[config.mk]
export PLATFORM = sky130hd
export DESIGN_NAME = alu_seq_exec
export DESIGN_NICKNAME = d
export VERILOG_FILES = /design/src/rtl/alu_seq_exec.sv
export SDC_FILE = /design/constraint.sdc
export NUM_CORES = 1
export LEC_CHECK = 0
export CELL_PAD_IN_SITES_DETAIL_PLACEMENT = 1
export CELL_PAD_IN_SITES_GLOBAL_PLACEMENT = 2
export CORE_AREA = 2 2 174 244
export DETAILED_ROUTE_END_ITERATION = 8
export DIE_AREA = 0 0 176 246
export GPL_TIMING_DRIVEN = 0
export PLACE_DENSITY_LB_ADDON = 0.1
export SYNTH_ARGS = -nofsm -noshare
export SYNTH_HDL_FRONTEND = slang
export SYNTH_SLANG_ARGS = --single-unit
export TNS_END_PERCENT = 10
[constraint.sdc]
create_clock -name clk -period 10.3 [get_ports clk]
set_input_delay 1.545 -clock clk [delete_from_list [all_inputs] [get_ports clk]]
set_output_delay 1.545 -clock clk [all_outputs]
set_load 0.01 [all_outputs]
[src/rtl/alu_seq_exec.sv]
// Sequential ALU executing the 5-bit alucontrol code with a start/busy/done handshake.
// Build option ALU_SEQ_BARREL_EN: define it for single-cycle combinational shifts instead of the bit-serial shifter.
module alu_seq_exec #(
  parameter int WIDTH = 32,
  parameter int SHW   = 5
) (
  input  logic             clk,
  input  logic             reset,
  input  logic             start,
  input  logic [4:0]       alucontrol,
  input  logic [WIDTH-1:0] a,
  input  logic [WIDTH-1:0] b,
  input  logic [SHW-1:0]   shamt,
  output logic             busy,
  output logic             done,
  output logic [WIDTH-1:0] result,
  output logic             zero,
  output logic             illegal
);

  localparam logic [4:0] OP_ADD = 5'b00010;
  localparam logic [4:0] OP_SUB = 5'b00110;
  localparam logic [4:0] OP_AND = 5'b00000;
  localparam logic [4:0] OP_OR  = 5'b00001;
  localparam logic [4:0] OP_XOR = 5'b00101;
  localparam logic [4:0] OP_SLT = 5'b00111;
  localparam logic [4:0] OP_LUI = 5'b00011;
  localparam logic [4:0] OP_SLL = 5'b01110;
  localparam logic [4:0] OP_SRL = 5'b01000;
  localparam logic [4:0] OP_SRA = 5'b11001;

`ifdef ALU_SEQ_BARREL_EN
  typedef enum logic {IDLE, FIN} state_t;
`else
  typedef enum logic [1:0] {IDLE, SHIFT, FIN} state_t;
`endif

  state_t           state;
  state_t           state_n;
  logic [WIDTH-1:0] op_res;
  logic             op_legal;
  logic             fin_load;
  logic [WIDTH-1:0] fin_res;
  logic             fin_ill;

`ifndef ALU_SEQ_BARREL_EN
  logic [4:0]       op_q;
  logic [WIDTH-1:0] work;
  logic [WIDTH-1:0] work_n;
  logic [SHW-1:0]   cnt;
  logic             shift_go;
`endif

  // Single-cycle result for the code on the inputs at accept time
  always_comb begin
    op_res   = '0;
    op_legal = 1'b1;
    case (alucontrol)
      OP_ADD: op_res = a + b;
      OP_SUB: op_res = a - b;
      OP_AND: op_res = a & b;
      OP_OR:  op_res = a | b;
      OP_XOR: op_res = a ^ b;
      OP_SLT: op_res = {{(WIDTH-1){1'b0}}, ($signed(a) < $signed(b))};
      OP_LUI: op_res = {b[15:0], 16'h0000};
`ifdef ALU_SEQ_BARREL_EN
      OP_SLL: op_res = b << shamt;
      OP_SRL: op_res = b >> shamt;
      OP_SRA: op_res = $signed(b) >>> shamt;
`else
      // Only reached with shamt == 0; nonzero amounts go through SHIFT
      OP_SLL: op_res = b;
      OP_SRL: op_res = b;
      OP_SRA: op_res = b;
`endif
      default: op_legal = 1'b0;
    endcase
  end

`ifndef ALU_SEQ_BARREL_EN
  always_comb begin
    shift_go = ((alucontrol == OP_SLL) || (alucontrol == OP_SRL) ||
                (alucontrol == OP_SRA)) && (shamt != '0);
    case (op_q)
      OP_SLL:  work_n = work << 1;
      OP_SRA:  work_n = {work[WIDTH-1], work[WIDTH-1:1]};
      default: work_n = work >> 1;
    endcase
  end
`endif

  always_comb begin
    state_n = state;
    busy    = (state != IDLE);
    done    = (state == FIN);
    case (state)
      IDLE: begin
        if (start) begin
`ifdef ALU_SEQ_BARREL_EN
          state_n = FIN;
`else
          state_n = shift_go ? SHIFT : FIN;
`endif
        end
      end
`ifndef ALU_SEQ_BARREL_EN
      SHIFT: begin
        if (cnt == SHW'(1)) state_n = FIN;
      end
`endif
      FIN:     state_n = IDLE;
      default: state_n = IDLE;
    endcase
  end

  // Result registers load only on the edge that enters FIN, so they hold across a new accept
  always_comb begin
    fin_load = 1'b0;
    fin_res  = op_res;
    fin_ill  = ~op_legal;
`ifdef ALU_SEQ_BARREL_EN
    if (state == IDLE && start) fin_load = 1'b1;
`else
    if (state == IDLE && start && !shift_go) fin_load = 1'b1;
    if (state == SHIFT && cnt == SHW'(1)) begin
      fin_load = 1'b1;
      fin_res  = work_n;
      fin_ill  = 1'b0;
    end
`endif
  end

  always_ff @(posedge clk) begin
    if (reset) begin
      state   <= IDLE;
      result  <= '0;
      zero    <= 1'b1;
      illegal <= 1'b0;
`ifndef ALU_SEQ_BARREL_EN
      op_q    <= '0;
      work    <= '0;
      cnt     <= '0;
`endif
    end else begin
      state <= state_n;
      if (fin_load) begin
        result  <= fin_res;
        zero    <= (fin_res == '0);
        illegal <= fin_ill;
      end
`ifndef ALU_SEQ_BARREL_EN
      if (state == IDLE && start) begin
        op_q <= alucontrol;
        work <= b;
        cnt  <= shamt;
      end else if (state == SHIFT) begin
        work <= work_n;
        cnt  <= cnt - SHW'(1);
      end
`endif
    end
  end

endmodule
==> results of run 1 <==
-- cell families (layout without fill, tap and decap cells) --
| family | count (synthesis) | count (layout) | synth area share |
|---|---|---|---|
| simple gates | 509 | 509 | 0.2421 |
| compound gates | 493 | 493 | 0.3350 |
| buf+inv | 199 | 326 | 0.07669 |
| fa+ha+maj | 117 | 117 | 0.1453 |
| flops | 78 | 78 | 0.1534 |
| mux | 40 | 40 | 0.03994 |
| xor+xnor | 8 | 8 | 0.007620 |
| other cells | 0 | 1 | 0 |
-- routing by layer --
metal	track usage	wire length (um)	vias up
met2	0.5064	30800	424
met3	0.02978	2534	117
met5	0	0	-
met4	0.1347	3164	0
met1	0.3315	25320	6109
li1	-	-	5568
-- worst paths after layout --
path                            slack (ns)  startpoint         to  cells after the start
worst max register to register        4.87    state[0]       zero                     13
worst min register to register        0.45   result[9]  result[9]                      2
worst max-delay path                  3.37        b[0]       zero                     14
worst min-delay path                  0.45   result[9]  result[9]                      2
-- final cells by class --
cell class / count / area [um2]
diodes: 1 / 2.502
plain buffers: 98 / 401.6
clock buffers: 13 / 250.2
clock inverters: 3 / 43.79
fillers: 5103 / 28810
inverters: 101 / 379.1
multi-input cells: 1167 / 7839
flip-flops and latches: 78 / 1562
well taps: 540 / 675.6
repair buffers: 111 / 1104
-- stage by stage --
stage | cells | hold WS [ns] | worst slack (ns)
6_report | 2112 | 0.4497 | 3.373
5_1_grt | 2111 | 0.4690 | 3.237
4_1_cts | 2111 | 0.4542 | 3.452
3_5_place_dp | 2095 | 0.4472 | 3.072
3_3_place_gp | 2093 | 0.4415 | 3.018
2_1_floorplan | 1444 | 0.4390 | 5.143
-- flip-flops by register name, indices dropped and copies added, names as in the netlist --
signal and flops:
cnt 5, illegal 1, op_q 5, result 32, state 2, work 32, zero 1
-- critical path, cell delays in order --
cell and delay [ns]:
sky130_fd_sc_hd__clkdlybuf4s50_1 0.75, sky130_fd_sc_hd__ha_1 0.40, sky130_fd_sc_hd__fa_1 0.39, sky130_fd_sc_hd__o21ba_1 0.23, sky130_fd_sc_hd__or4_4 0.47, sky130_fd_sc_hd__a2111oi_4 0.54
sky130_fd_sc_hd__nor3_1 0.17, sky130_fd_sc_hd__mux2i_1 0.57, sky130_fd_sc_hd__o2111ai_1 0.19, sky130_fd_sc_hd__nor4_1 0.40, sky130_fd_sc_hd__nand4_1 0.30, sky130_fd_sc_hd__or4b_1 0.54
sky130_fd_sc_hd__or4_1 0.47, sky130_fd_sc_hd__o31ai_1 0.23
-- report_power, final --
| part | total [mW] | switching (mW) | leakage, nW | internal (mW) |
|---|---|---|---|---|
| clock network | 0.333 | 0.138 | 0.144 | 0.195 |
| registers | 0.339 | 0.0169 | 0.640 | 0.322 |
| logic | 0.542 | 0.361 | 4.21 | 0.181 |
-- synthesized netlist by cell type (6+ instances only) --
cell,count
sky130_fd_sc_hd__a2111oi_0,7
sky130_fd_sc_hd__a211o_1,8
sky130_fd_sc_hd__a211oi_1,23
sky130_fd_sc_hd__a21o_1,16
sky130_fd_sc_hd__a21oi_1,128
sky130_fd_sc_hd__a221o_1,10
sky130_fd_sc_hd__a221oi_1,34
sky130_fd_sc_hd__a22oi_1,32
sky130_fd_sc_hd__a311oi_1,6
sky130_fd_sc_hd__a31oi_1,16
sky130_fd_sc_hd__and3_1,12
sky130_fd_sc_hd__buf_1,11
sky130_fd_sc_hd__buf_2,27
sky130_fd_sc_hd__clkbuf_1,60
sky130_fd_sc_hd__dfxtp_1,78
sky130_fd_sc_hd__ha_1,115
sky130_fd_sc_hd__inv_1,100
sky130_fd_sc_hd__mux2i_1,35
sky130_fd_sc_hd__nand2_1,131
sky130_fd_sc_hd__nand2b_1,10
sky130_fd_sc_hd__nand3_1,33
sky130_fd_sc_hd__nand4_1,14
sky130_fd_sc_hd__nor2_1,153
sky130_fd_sc_hd__nor2b_1,32
sky130_fd_sc_hd__nor3_1,50
sky130_fd_sc_hd__nor4_1,19
sky130_fd_sc_hd__o2111ai_1,12
sky130_fd_sc_hd__o211ai_1,28
sky130_fd_sc_hd__o21a_1,6
sky130_fd_sc_hd__o21ai_0,77
sky130_fd_sc_hd__o21bai_1,8
sky130_fd_sc_hd__o22ai_1,7
sky130_fd_sc_hd__o31ai_1,16
sky130_fd_sc_hd__or3_1,12
==> results, run 1 <==
- In this run the worst path has a maximum fanout of 6.
- The worst hold path class is flip-flop to flip-flop.
- The maximum operating frequency is 144.4 MHz.
- Summed over all nets, the half-perimeter wirelength after detailed placement is 50.40 mm.
- Entering global routing, the biggest net connects 13 pins.
- The final instance area is 0.01226 mm2.
- The area of the core is 0.04107 mm2.
- For this design the ratio of total power to cell area is 99.05 mW/mm2.
- The number of vias in the routed layout is 12,218.
- The initial utilization of the core area, before any placement, comes to 0.2479.
- Between clock sinks in the finished design, the worst skew comes to 0.009050 ns.
- In the final layout, the share of cells above drive strength 1 is 0.04392.
- In this run the clock root is driven by a sky130_fd_sc_hd__clkbuf_16.
- The number of slew-limit violations in the final report is 0.
- Of the available clock period, the critical path in the final layout requires 0.6725.
- Of the synthesized area, sequential elements account for 0.1534.
- The count of clock tree sinks is 78.
- In this run the cell area measured after placement is 0.01196 mm2.
- The final critical path time including I/O delays and setup is 6.927 ns.
- In the layout the commonest cells are sky130_fd_sc_hd__nor2_1, sky130_fd_sc_hd__nand2_1, sky130_fd_sc_hd__a21oi_1, sky130_fd_sc_hd__ha_1, sky130_fd_sc_hd__clkdlybuf4s50_1.
- The via count of the first global-routing pass is 12,485.
- The initial antenna violation count is 2.
- The number of failing setup endpoints in the final timing report is 0.
- The start-to-end type of the worst setup path is input port to flip-flop.
- The via-per-instance ratio is 5.785.
- The total global routing overflow is 0.
- After clock tree synthesis, the flow added hold-fix buffers numbering 0.
- After detailed routing, the total wire length is 61.81 mm.
- sky130_fd_sc_hd__dfxtp_1 takes more of the synthesized area than any other cell.
- TritonCTS built the clock tree.
- Each instance of the synthesized netlist takes up on average 7.051 um2.
- From synthesis to final layout, the design area changed by 20.39%.
- The library cell used most frequently in the layout, excluding fill and tap cells, is sky130_fd_sc_hd__nor2_1.
- The peak supply drop is 62.90 uV.
- The run finished with clean final reports.
- Post-CTS repair changed the size of 0 cells.
- The number of setup buffers added after CTS is 0.
- Data on the critical path is required at its endpoint by 10.58 ns.
- The first-pass detailed-route iteration total is 6.
- The floorplan step defined a die boundary enclosing 0.04330 mm2.
- The number of placed I/O pins is 113.
- The hold violation total from the final report is 0.
- Sorting the synthesized cells by area gives the leading types as sky130_fd_sc_hd__dfxtp_1, sky130_fd_sc_hd__ha_1, sky130_fd_sc_hd__a21oi_1.
- The number of warnings reported in the yosys synthesis log is 0.
- The clock latency on the worst-skew pair is 0.36 ns.
- The async set or reset register ratio after synthesis is 0.
- Adding up every negative setup slack in the final design gives 0 ns.
- The worst endpoint data arrival time is 7.20 ns.
- Clock-pin slew was measured on the worst setup and hold paths at 0.06 ns.
- The final core area utilization is 0.2984.
- The final net count is 1,760.
- The first global-routing pass estimated 88.33 mm of wire.
- Row generation in the floorplan step produced 88 rows.
- The number of distinct library cell variants in the gate-level netlist after synthesis is 91.
- The area share of the largest cell type after synthesis is 0.1534.
- The cell area after synthesis is 0.01018 mm2.
- The number of H-tree levels is 3.
- In this run the deepest clock path goes through 2 buffers.
- The number of DRC violations after detailed-routing iteration 0 is 752.
- In this run the static leakage power is 4.989 nW.
- In the routed design, unresolved DRC markers number 0.
- Measured along the y axis, the die boundary spans 246 um.
- The synthesized netlist cell count is 1,444.
- The launching element type of the critical path is an input port.
- The synthesized netlist net count is 1,638.
- For this run, the leading register cell type out of synthesis is sky130_fd_sc_hd__dfxtp_1.
- The tool flagged a number of max-cap violations equal to 0.
- The worst slew slack as a fraction of its limit is 0.2009.
- In this run the horizontal extent of the chip is 176 um.
- The total clock buffers created by CTS is 9.
- The transition time of the tightest slew-check pin is 1.199 ns.
- The number of routed nets with antenna violations is 0.
- The global routing usage summed across all routing layers is 0.2814.
- In this run, synthesis produced a sequential element count of 78.
- In this run, synthesis inferred 0 flip-flops with an integrated enable.
- STA classifies the critical path endpoint as a flip-flop.
- Setup repair after global routing left no endpoint under its margin.
- In the final routed layout, each cell accounts on average for 29.27 um.
- During placement, the flow inserted port buffers numbering 109.
- The total design power is 1.214 mW.
- The placer congestion estimate is 0.9405.
(Power assumes the default switching activity.)
==> run 2: changes to the inputs <==
==> constraint.sdc (replaced) <==
create_clock -name clk -period 6.7 [get_ports clk]
set_input_delay 1.005 -clock clk [delete_from_list [all_inputs] [get_ports clk]]
set_output_delay 1.005 -clock clk [all_outputs]
set_load 0.01 [all_outputs]
==> results of run 2 <==
The final DEF is identical to that of run 1. Status: finished, final reports clean.
Among the figures that moved: setup slack after placement 3.072 ns -> 0.01184 ns; setup slack after layout 3.373 ns -> 0.3128 ns; register-to-register setup slack 4.87 ns -> 1.27 ns; total power 1.214 mW -> 1.866 mW; worst IR drop on VDD 62.90 uV -> 96.69 uV
